$ cat src/rtl/alu_iter_if.sv
// alu_iter_if: request/result handshake bundle for alu_iter.
// master: in_valid, bus_a, bus_b, alu_ctrl, out_ready out; in_ready, out_valid, bus_w, flags in.
interface alu_iter_if #(
   parameter int WIDTH = 8
);
   logic             in_valid;
   logic             in_ready;
   logic [WIDTH-1:0] bus_a;
   logic [WIDTH-1:0] bus_b;
   logic [3:0]       alu_ctrl;
   logic             out_valid;
   logic             out_ready;
   logic [WIDTH-1:0] bus_w;
   logic             zero;
   logic             overflow;
   logic             carry_out;

   modport master (
      output in_valid, bus_a, bus_b, alu_ctrl, out_ready,
      input  in_ready, out_valid, bus_w, zero, overflow, carry_out
   );

   modport slave (
      input  in_valid, bus_a, bus_b, alu_ctrl, out_ready,
      output in_ready, out_valid, bus_w, zero, overflow, carry_out
   );
endinterface

$ cat src/rtl/alu_iter.sv
// alu_iter: handshaked ALU, single-cycle ops plus iterative shift-add MUL.
// Ports: clk, rst (async, active high), bus (alu_iter_if.slave).
module alu_iter #(
   parameter int WIDTH  = 8,
   parameter int MUL_EN = 1
) (
   input logic       clk,
   input logic       rst,
   alu_iter_if.slave bus
);
   localparam int SW = $clog2(WIDTH);

   localparam logic [3:0] OP_AND    = 4'b0000;
   localparam logic [3:0] OP_OR     = 4'b0001;
   localparam logic [3:0] OP_ADD    = 4'b0010;
   localparam logic [3:0] OP_SLT    = 4'b0011;
   localparam logic [3:0] OP_MUL    = 4'b0100;
   localparam logic [3:0] OP_SUB    = 4'b0110;
   localparam logic [3:0] OP_PASSB  = 4'b0111;
   localparam logic [3:0] OP_PASSBM = 4'b1000;
   localparam logic [3:0] OP_SLL    = 4'b1001;
   localparam logic [3:0] OP_SRL    = 4'b1010;

   typedef enum logic [1:0] {IDLE, MUL_RUN, OUT_HOLD} state_t;

   state_t state, state_n;

   logic [WIDTH-1:0] a_q, b_q, acc_q, w_q;
   logic [SW-1:0]    cnt_q;
   logic             vld_q, z_q, ov_q, c_q;

   logic             in_ready, accept, consume, is_mul, mul_last;
   logic [WIDTH-1:0] res, mul_sum;
   logic             res_ov, res_c;
   logic [WIDTH:0]   ext;

   assign in_ready = (state != MUL_RUN) && (!vld_q || bus.out_ready);
   assign accept   = bus.in_valid && in_ready;
   assign consume  = vld_q && bus.out_ready;
   assign is_mul   = (MUL_EN != 0) && (bus.alu_ctrl == OP_MUL);

   // One shift-add step: A shifts left, B shifts right, LSB of B gates A.
   assign mul_sum  = acc_q + (b_q[0] ? a_q : '0);
   assign mul_last = (cnt_q == SW'(WIDTH - 1));

   always_comb begin
      res    = '0;
      res_ov = 1'b0;
      res_c  = 1'b0;
      ext    = '0;
      case (bus.alu_ctrl)
         OP_AND: res = bus.bus_a & bus.bus_b;
         OP_OR:  res = bus.bus_a | bus.bus_b;
         OP_ADD: begin
            ext    = {1'b0, bus.bus_a} + {1'b0, bus.bus_b};
            res    = ext[WIDTH-1:0];
            res_c  = ext[WIDTH];
            res_ov = (bus.bus_a[WIDTH-1] == bus.bus_b[WIDTH-1]) &&
                     (res[WIDTH-1] != bus.bus_a[WIDTH-1]);
         end
         OP_SUB: begin
            // Top bit of the extended difference is the borrow (A < B).
            ext    = {1'b0, bus.bus_a} - {1'b0, bus.bus_b};
            res    = ext[WIDTH-1:0];
            res_c  = ext[WIDTH];
            res_ov = (bus.bus_a[WIDTH-1] != bus.bus_b[WIDTH-1]) &&
                     (res[WIDTH-1] != bus.bus_a[WIDTH-1]);
         end
         OP_PASSB, OP_PASSBM: res = bus.bus_b;
         OP_SLT: res = {{(WIDTH-1){1'b0}},
                        ($signed(bus.bus_a) < $signed(bus.bus_b))};
         OP_SLL: res = bus.bus_a << bus.bus_b[SW-1:0];
         OP_SRL: res = bus.bus_a >> bus.bus_b[SW-1:0];
         default: res = '0;
      endcase
   end

   always_ff @(posedge clk or posedge rst) begin
      if (rst) state <= IDLE;
      else     state <= state_n;
   end

   always_comb begin
      state_n = state;
      case (state)
         MUL_RUN: begin
            if (mul_last) state_n = OUT_HOLD;
         end
         default: begin
            if (accept)       state_n = is_mul ? MUL_RUN : OUT_HOLD;
            else if (consume) state_n = IDLE;
         end
      endcase
   end

   always_ff @(posedge clk or posedge rst) begin
      if (rst) begin
         a_q   <= '0;
         b_q   <= '0;
         acc_q <= '0;
         cnt_q <= '0;
         w_q   <= '0;
         z_q   <= 1'b1;
         ov_q  <= 1'b0;
         c_q   <= 1'b0;
         vld_q <= 1'b0;
      end else if (state == MUL_RUN) begin
         // Final step writes its sum straight into the result register.
         if (mul_last) begin
            w_q   <= mul_sum;
            z_q   <= (mul_sum == '0);
            ov_q  <= 1'b0;
            c_q   <= 1'b0;
            vld_q <= 1'b1;
         end else begin
            acc_q <= mul_sum;
            a_q   <= a_q << 1;
            b_q   <= b_q >> 1;
            cnt_q <= cnt_q + SW'(1);
         end
      end else if (accept) begin
         if (is_mul) begin
            a_q   <= bus.bus_a;
            b_q   <= bus.bus_b;
            acc_q <= '0;
            cnt_q <= '0;
            vld_q <= 1'b0;
         end else begin
            w_q   <= res;
            z_q   <= (res == '0);
            ov_q  <= res_ov;
            c_q   <= res_c;
            vld_q <= 1'b1;
         end
      end else if (consume) begin
         vld_q <= 1'b0;
      end
   end

   assign bus.in_ready  = in_ready;
   assign bus.out_valid = vld_q;
   assign bus.bus_w     = w_q;
   assign bus.zero      = z_q;
   assign bus.overflow  = ov_q;
   assign bus.carry_out = c_q;
endmodule
$ cat src/flat_wrapper.sv
// flat-port wrapper written by rule: the top's interface ports become plain ports
module alu_iter_flat 
#(
   parameter int WIDTH  = 8,
   parameter int MUL_EN = 1
)
  (clk, rst, bus_in_valid, bus_bus_a, bus_bus_b, bus_alu_ctrl, bus_out_ready, bus_in_ready, bus_out_valid, bus_bus_w, bus_zero, bus_overflow, bus_carry_out);
  alu_iter_if #(.WIDTH(WIDTH)) bus_i ();
  input logic clk;
  input logic rst;
  input wire logic [$bits(bus_i.in_valid)-1:0] bus_in_valid;
  input wire logic [$bits(bus_i.bus_a)-1:0] bus_bus_a;
  input wire logic [$bits(bus_i.bus_b)-1:0] bus_bus_b;
  input wire logic [$bits(bus_i.alu_ctrl)-1:0] bus_alu_ctrl;
  input wire logic [$bits(bus_i.out_ready)-1:0] bus_out_ready;
  output wire logic [$bits(bus_i.in_ready)-1:0] bus_in_ready;
  output wire logic [$bits(bus_i.out_valid)-1:0] bus_out_valid;
  output wire logic [$bits(bus_i.bus_w)-1:0] bus_bus_w;
  output wire logic [$bits(bus_i.zero)-1:0] bus_zero;
  output wire logic [$bits(bus_i.overflow)-1:0] bus_overflow;
  output wire logic [$bits(bus_i.carry_out)-1:0] bus_carry_out;
  assign bus_i.in_valid = bus_in_valid;
  assign bus_i.bus_a = bus_bus_a;
  assign bus_i.bus_b = bus_bus_b;
  assign bus_i.alu_ctrl = bus_alu_ctrl;
  assign bus_i.out_ready = bus_out_ready;
  assign bus_in_ready = bus_i.in_ready;
  assign bus_out_valid = bus_i.out_valid;
  assign bus_bus_w = bus_i.bus_w;
  assign bus_zero = bus_i.zero;
  assign bus_overflow = bus_i.overflow;
  assign bus_carry_out = bus_i.carry_out;
  alu_iter #(.WIDTH(WIDTH), .MUL_EN(MUL_EN)) u_core (.clk(clk), .rst(rst), .bus(bus_i));
endmodule
$ cat config.mk
export PLATFORM = sky130hd
export DESIGN_NAME = alu_iter_flat
export DESIGN_NICKNAME = d
export VERILOG_FILES = /design/src/rtl/alu_iter_if.sv /design/src/rtl/alu_iter.sv /design/src/flat_wrapper.sv
export SDC_FILE = /design/constraint.sdc
export NUM_CORES = 1
export LEC_CHECK = 0
export CAP_MARGIN = 20
export CORE_AREA = 10 10 89 91
export CTS_CLUSTER_SIZE = 20
export DETAILED_ROUTE_END_ITERATION = 12
export DIE_AREA = 0 0 99 101
export HOLD_SLACK_MARGIN = 0.05
export PLACE_DENSITY = 0.82
export SYNTH_ARGS = -nofsm -noshare
export SYNTH_HDL_FRONTEND = slang
export SYNTH_SLANG_ARGS = --single-unit
$ cat constraint.sdc
create_clock -name clk -period 3.7 [get_ports clk]
set_input_delay 0.74 -clock clk [delete_from_list [all_inputs] [get_ports clk]]
set_output_delay 0.74 -clock clk [all_outputs]
set_load 0.05 [all_outputs]
---- After elaboration in Yosys (flattened, before gate mapping) ----
Cells that the tools add are included.
operators by class
  bitwise gates (word level) .............. 2
  add/subtract/negate cells ............... 4
  reduce and logical (&&, ||, !) cells .... 17
  equality and inequality tests ........... 19
  muxes and demuxes ....................... 45
  $lt $le $gt $ge ......................... 1
  shifts and indexed selects .............. 2
operators with widths
  operator              number
  $mux W8               17
  $pmux W8 S8           1
  $logic_not A8 Y1      2
  $mux W1               16
  $eq A4 B3 Y1 const B  3
  $eq A4 B4 Y1 const B  3
  $mux W3               4
  $mux W2               5
  $add A8 B8 Y9         1
  $sub A8 B8 Y9         1
  $add A8 B8 Y8         1
  $and A8 B8 Y8         1
  $eq A4 B2 Y1 const B  2
  $lt A8 B8 Y1          1
  $or A8 B8 Y8          1
  $shl A8 B3 Y8         1
  $shr A8 B3 Y8         1
  $reduce_and A3 Y1     2
  $logic_and A1 B1 Y1   5
  $eq A4 B1 Y1 const B  1
  $logic_not A4 Y1      1
  $ne A2 B1 Y1 const B  2
  $ne A2 B2 Y1 const B  2
  $pmux W1 S2           2
  other kinds (11)      14
storage, ports and cells
  word-level logic and storage cells ...... 100
  register bits ........................... 41
  output and inout port bits .............. 13
  bits of input ports ..................... 24

---- Longest topological paths before layout ----
Gate-level depths: netlist (run 1).
  depth in word-level cells ............... 7
  depth in mapped cells ................... 11
  mapped depth without buffers ............ 11

---- Worst setup path after synthesis (run 1) ----
Ideal clock, no wire load.
  path kind ............................... register -> register
  from .................................... register u_core.state[1]
  to ...................................... register u_core.a_q[7]
  data required time ...................... 3.564 ns
  arrival ................................. 2.700 ns
  cell stages (with the launch flop) ...... 7
  clock period less this slack ............ 2.836 ns
  setup slack ............................. 0.864 ns
  buffers on the path ..................... 1
  cell sequence ........................... dfrtp_1 o21ai_0 and3_1 nor2_1 clkbuf_1 nand2_1 o21ai_0
on the way
  word-level cells in the longest chain between the ends .. 5
  elaborated cells on any way between the ends .. 9
  classes of those cells .................. 3 x eq/ne; 1 x mux; 5 x reduce/logical
ends and longest elaborated chain
  item                                 line                text
  from (decl)                          alu_iter.sv:26      state_t state, state_n;
  from (signal assigned)               alu_iter.sv:80      else state <= state_n;
  $ne A2 B1 Y1                         alu_iter.sv:37      assign in_ready = (state != MUL_RUN) && (!vld_q || bus.out_ready);
  $logic_and A1 B1 Y1                  alu_iter.sv:37
  named net bus_in_ready               flat_wrapper.sv:16  output wire logic [$bits(bus_i.in_ready)-1:0] bus_in_ready;
  $logic_and A1 B1 Y1                  alu_iter.sv:38      assign accept = bus.in_valid && in_ready;
  $reduce_bool A2 Y1 (no source line)  --
  $reduce_and A3 Y1 (no source line)   --
  to (signal assigned)                 alu_iter.sv:117     a_q <= a_q << 1;
  to (signal assigned)                 alu_iter.sv:123     a_q <= bus.bus_a;
  to (decl)                            alu_iter.sv:28      logic [WIDTH-1:0] a_q, b_q, acc_q, w_q;
The timed path passes the listed nets, and every way through them passes these cells.
A chain may end at the register's enable or synchronous reset.

---- Worst setup path in the final report (run 1) ----
  from .................................... input port bus_bus_a[1]
  to ...................................... register u_core.w_q[5] (netlist: u_core.bus.bus_w[5])
on the way
  word-level cells in the longest chain between the ends .. 5
  elaborated cells on any way between the ends .. 8
  classes of those cells .................. 2 x add/sub; 2 x shift; 4 x mux
ends and longest elaborated chain
  item                                   line                text
  from (decl)                            flat_wrapper.sv:12  input wire logic [$bits(bus_i.bus_a)-1:0] bus_bus_a;
  $sub A8 B8 Y9 (tied with other cells)  alu_iter.sv:63      ext = {1'b0, bus.bus_a} - {1'b0, bus.bus_b};
  $pmux W8 S8 *                          alu_iter.sv:51      case (bus.alu_ctrl)
  $mux W8 *                              alu_iter.sv:122     if (is_mul) begin
  $mux W8 *                              alu_iter.sv:121     end else if (accept) begin
  $mux W8 *                              alu_iter.sv:107     end else if (state == MUL_RUN) begin
  to (signal assigned)                   alu_iter.sv:110     w_q <= mul_sum;
  to (signal assigned)                   alu_iter.sv:129     w_q <= res;
  to (decl)                              alu_iter.sv:28
Every way passes the cells marked *; elsewhere a longest branch is shown, timed or not. The select of a mux whose other input is x is not followed.

==> results of run 1 <==
[through the flow]
| stage | util, % | instances | instance area [µm²] |
|---|---|---|---|
| after floorplan | - | 459 | 3830 |
| after global placement | 70.0 | 568 | 4350 |
| after detailed placement | 70.0 | 568 | 4350 |
| after CTS | 72.0 | 576 | 4470 |
| after global routing | 72.0 | 576 | 4470 |
| final | 72.0 | 576 | 4470 |
[worst max-delay path: stages]
cell	delay, ns
clkdlybuf4s50_1	0.60
inv_1	0.13
ha_1	0.32
a21o_1	0.20
a2111oi_0	0.45
o32ai_1	0.19
xnor2_1	0.16
o221a_2	0.29
a211oi_1	0.25
a21o_1	0.11
[registers in the layout (all words and copies together) (netlist names)]
| register | count |
|---|---|
| u_core.a_q | 8 |
| u_core.acc_q | 8 |
| u_core.b_q | 8 |
| u_core.bus.bus_w | 8 |
| u_core.cnt_q | 3 |
| u_core.state | 2 |
| u_core.bus.carry_out | 1 |
| u_core.bus.overflow | 1 |
| u_core.bus.zero | 1 |
[cell type report]
| cell class | instances | area [µm²] | share of cell area (%) |
|---|---|---|---|
| Clock buffer | 6 | 82.6 | 1.85 |
| Timing Repair Buffer | 60 | 541 | 12.1 |
| Sequential cell | 40 | 1000 | 22.4 |
| Tap cell | 77 | 96.3 | 2.16 |
| Inverter | 29 | 109 | 2.44 |
| Multi-Input combinational cell | 362 | 2600 | 58.2 |
| Clock inverter | 2 | 38.8 | 0.868 |
[cells in the mapped netlist, drive strengths merged (10+ instances only)]
library cell / n / share of area (%)
nand2: 58 / 5.7
dfrtp: 39 / 25
o21ai: 37 / 4.8
ha: 34 / 11
nor2: 34 / 3.3
a21oi: 31 / 4.0
inv: 29 / 2.8
clkbuf: 16 / 1.6
and2: 14 / 2.3
buf: 12 / 1.7
mux4: 10 / 6.2
xnor2: 10 / 2.3
[kinds of logic after synthesis]
kind of cell	after synthesis	share of synthesized area (%)
AOI/OAI and AO/OA	136	23.3
muxes	20	8.95
adders and majority gates	37	12.7
DFF	40	26.2
xor gates and xnor gates	16	3.66
buffers and inverters	57	6.14
and+or+nand+nor	153	19.2
[routing by layer]
metal  track usage (%)  share of wire (%)  up-vias
li1                  -                  -     1735
met1              27.2                 42     1699
met2              33.9                 46      198
met3              3.84                7.8       37
met4              8.71                3.9        0
met5                 0                  0        -
[worst max-delay path by stage]
stage	startpoint	to	slack, ns
detailed placement	bus_bus_a[1]	u_core.bus.bus_w[5]	0.20
CTS	bus_bus_a[1]	u_core.bus.bus_w[5]	0.50
floorplan	u_core.state[1]	u_core.a_q[7]	0.86
global placement	bus_bus_a[1]	u_core.bus.bus_w[5]	0.28
global route	bus_bus_b[3]	u_core.bus.bus_w[5]	0.34
finish	bus_bus_a[1]	u_core.bus.bus_w[5]	0.50
[report_power, final]
group	internal (mW)	switching [mW]	total, mW
sequential	0.619	0.129	0.749
clock	0.221	0.161	0.381
combinational	0.479	0.819	1.30
total	1.32	1.11	2.43
==> metrics, run 1 <==
outcome completed; Mean Syn Cell Area roughly 8.3 µm²; vias in the first global route approximately 3400; final hold vios 0; Critical Path End Type register; Post-synth EDFFs 0; antenna cells 0; worst setup margin 0.496 ns; Crit Path Max Fanout 4; CTS tree built; most frequent cells in the layout nand2_1 (58), dfrtp_1 (39), o21ai_0 (36), clkdlybuf4s50_1 (36); worst r2r src u_core.b_q[0]; total of max-cap violations 0; Synth warnings 0; Clock Path Buffers 2; WS Path Type input port to register; first-pass GRT wire length ~17000 µm; Slew Limit Fails 0; I/O pin count 37; Die ar. about 10000 µm²; H-tree levels 2; Die Height slightly above 100 µm; TNS Setup 0 ns; TritonCTS buffer count 5; DRT Pass-1 Iters 8; Area Overhead vs Synth 16.6%; RePlAce Congestion 1.03; RSZ-0062 raised after global routing no; vias per cell 6.37; Setup Viol. Count Final 0; Core ar. between 6000 and 7000 µm²; I/O Buffers 36; PostCTS Resize Cnt 0; Rows 29; final critical-path required period 3.20 ns; share of layout cells above drive strength 1 about 10%; crit share post-route between 80 and 90%; worst vdd ir 0.000486 V; initial antenna violation count 0; CP arrival 3.44 ns; Worst-Margin Slew approximately 0.77 ns; FILL cells between 500 and 600; Wirelength per Cell approximately 19 µm; 1st-iter DRT viols approximately 430; Post-Syn Instances roughly 460; leak pwr a little over 2 nW; hpwl dp 8570 µm; data required time at the worst endpoint between 3 and 4 ns; Slew headroom approximately half; post-synth cell types between 60 and 70; Detail Route Antenna Nets 0; Synth async-reset ratio 100%; final net count approximately 560; startpoint types input port; Skew-Pair Late Insertion Delay roughly 0.3 ns; residual DRC count 0; clock sink total 40; sequential share of the synthesized area between 20% and 30%; Hold WS 0.484 ns; FF-to-FF setup slack slightly above 0.9 ns; Initial Utilization between 60% and 70%; WL final roughly 11000 µm; Synth Net Count between 500 and 600; R2R depth 10; worst hold start u_core.bus.bus_w[3]; root buffer cell clkbuf_8; r2r endpoint u_core.bus.bus_w[6]; clk slew on worst S/H paths around 0.08 ns; Main synth FF type dfrtp_1; Pwr Total roughly 2.4 mW; post-CTS setup buffer count 0; count of hold-fix buffers inserted at cts 0; Tot GR Track Use 21.1%; pre-CTS setup slack around 0.20 ns; Hold Path Sink u_core.bus.bus_w[3]; worst hold path class register to register; fmax 312 MHz; Worst Skew approximately 0.0097 ns; pin count of the biggest net entering global routing 30; mapped cell area 3830 µm²; PwrDens about 540 nW/µm²; die width ~99 µm; #FFs+latches synth 40; commonest non-fill, non-tap cell in the layout nand2_1; GRT overflow 0; Worst Hold Depth 1; routed via count roughly 3700
Note: power is estimated with default switching activity, not from simulation.
==> run 2: changes to the inputs <==
--- a/config.mk
+++ b/config.mk
@@ -12,6 +12,7 @@
 export DIE_AREA = 0 0 99 101
 export HOLD_SLACK_MARGIN = 0.05
 export PLACE_DENSITY = 0.82
+export RECOVER_POWER = 100
 export SYNTH_ARGS = -nofsm -noshare
 export SYNTH_HDL_FRONTEND = slang
 export SYNTH_SLANG_ARGS = --single-unit
==> run 2 against run 1 <==
Compared with the run above: cell area fell by 0.39%; clock power about the same; worst hold slack got worse by 0.0055 ns; wire length decreased by 0.18%; fmax is 1.9% lower; global-route usage is the same; combinational power barely moved; core utilization fell by 0.28 points; largest cell class unchanged.
==> metrics, run 2 (same netlist as run 1, synthesis figures left out) <==
pin count of the biggest net entering global routing 30 (unchanged); routed via count 3648 (-0.57%); worst hold path class register to register; TNS Setup 0 ns (unchanged); Slew headroom 28.5% (-20 points); RSZ-0062 raised after global routing no; Slew Limit Fails 0 (unchanged); R2R depth 10 (unchanged); I/O pin count 37 (unchanged); final hold vios 0 (unchanged); clock sink total 40 (unchanged); count of hold-fix buffers inserted at cts 0 (unchanged); WL final 10900 µm (-0.18%); leak pwr 2.04 nW (+0.48%); TritonCTS buffer count 5 (unchanged); post-CTS setup buffer count 0 (unchanged); 1st-iter DRT viols 391 (-8.0%); FF-to-FF setup slack 0.95 ns (+0.02 ns); RePlAce Congestion 1.03 (unchanged); antenna cells 0 (unchanged); commonest non-fill, non-tap cell in the layout nand2_1; die width 99 µm (unchanged); Rows 29 (unchanged); GRT overflow 0 (unchanged); root buffer cell clkbuf_8; Pwr Total 2.39 mW (-1.4%); vias per cell 6.33 (-0.57%); most frequent cells in the layout nand2_1 (58), dfrtp_1 (39), o21ai_0 (37); fmax 306 MHz (-1.9%); FILL cells 508 (+0.99%); clk slew on worst S/H paths 0.08 ns (about the same); Worst-Margin Slew 1.07 ns (+0.301 ns); worst vdd ir 0.000471 V (-3.3%); CP arrival 3.50 ns (+0.06 ns); PostCTS Resize Cnt 0 (unchanged); final net count 559 (unchanged); Critical Path End Type register; Clock Path Buffers 2 (unchanged); hpwl dp 8570 µm (unchanged); Area Overhead vs Synth 16.1%; initial antenna violation count 0 (unchanged); Hold WS 0.478 ns (-0.00545 ns); vias in the first global route 3383 (unchanged); Die Height 101 µm (unchanged); outcome completed; data required time at the worst endpoint 3.93 ns (about the same); WS Path Type input port to register; I/O Buffers 36 (unchanged); residual DRC count 0 (unchanged); Initial Utilization 61.8% (unchanged); share of layout cells above drive strength 1 9.42% (-0.80 points); Worst Hold Depth 1 (unchanged); worst setup margin 0.435 ns (-0.0606 ns); Crit Path Max Fanout 7 (+3); Tot GR Track Use 21.1% (unchanged); first-pass GRT wire length 17100 µm (unchanged); DRT Pass-1 Iters 5 (-3); crit share post-route 88.2% (+1.6 points); Die ar. 10000 µm² (unchanged); Wirelength per Cell 18.9 µm (-0.18%); total of max-cap violations 0 (unchanged); Skew-Pair Late Insertion Delay 0.29 ns (about the same); Detail Route Antenna Nets 0 (unchanged); pre-CTS setup slack 0.201 ns (unchanged); startpoint types input port; H-tree levels 2 (unchanged); Setup Viol. Count Final 0 (unchanged); Core ar. 6200 µm² (unchanged); CTS tree built; Worst Skew 0.00998 ns (+0.000315 ns); PwrDens 538 nW/µm² (-1.0%); final critical-path required period 3.26 ns (+0.0606 ns)
[run 2: changes by cell type in the layout (fill, tap and decap cells not counted), sizes merged]
cell / before / now
clkdlybuf4s50: 36 / 20
buf: 24 / 19
clkbuf: 6 / 11
dlygate4sd3: 0 / 16
[run 2: final timing paths]
kind | endpoint | startpoint
hold reg to reg | u_core.bus.bus_w[3] | u_core.bus.bus_w[3]
setup / recovery | u_core.bus.bus_w[5] | bus_bus_b[3]
hold / removal | u_core.bus.bus_w[3] | u_core.bus.bus_w[3]
max in group asynchronous | u_core.a_q[1] | rst
min in group asynchronous | u_core.cnt_q[0] | rst
setup reg to reg | u_core.bus.bus_w[6] | u_core.b_q[0]
[run 2: final cells by class]
class / count / area [µm²] / area share (%)
clock inverter: 2 / 38.8 / 0.872
clock buffer: 6 / 82.6 / 1.86
timing repair buffer: 60 / 523 / 11.8
inverter: 29 / 109 / 2.45
multi-input combinational: 362 / 2600 / 58.4
sequential: 40 / 1000 / 22.5
tap: 77 / 96.3 / 2.17
[run 2: power breakdown]
group | switching, mW | internal [mW]
logic | 0.818 | 0.449
clock network | 0.160 | 0.221
registers | 0.126 | 0.619
total | 1.10 | 1.29
[run 2: per-stage QoR]
stage	cells	instance area, µm²	utilization [%]
2_1_floorplan	459	3830	-
3_3_place_gp	568	4350	70.0
3_5_place_dp	568	4350	70.0
4_1_cts	576	4470	72.0
5_1_grt	576	4450	71.7
6_report	576	4450	71.7
[run 2: metal layers]
metal | global-route usage [%] | wire (µm) | share of wire, % | up-vias
met4 | 8.71 | 438 | 4.0 | 0
met2 | 33.9 | 5000 | 46 | 185
met5 | 0 | 0 | 0 | -
met1 | 27.2 | 4690 | 43 | 1690
li1 | - | - | - | 1739
met3 | 3.84 | 775 | 7.1 | 34
[run 2: worst max-delay path, stage by stage]
cell           delay (ns)
dlygate4sd3_1        0.58
inv_1                0.09
ha_1                 0.40
and3_1               0.24
a2111oi_0            0.45
o32ai_1              0.19
xnor2_1              0.16
o221a_2              0.29
a211oi_1             0.25
a21o_1               0.11
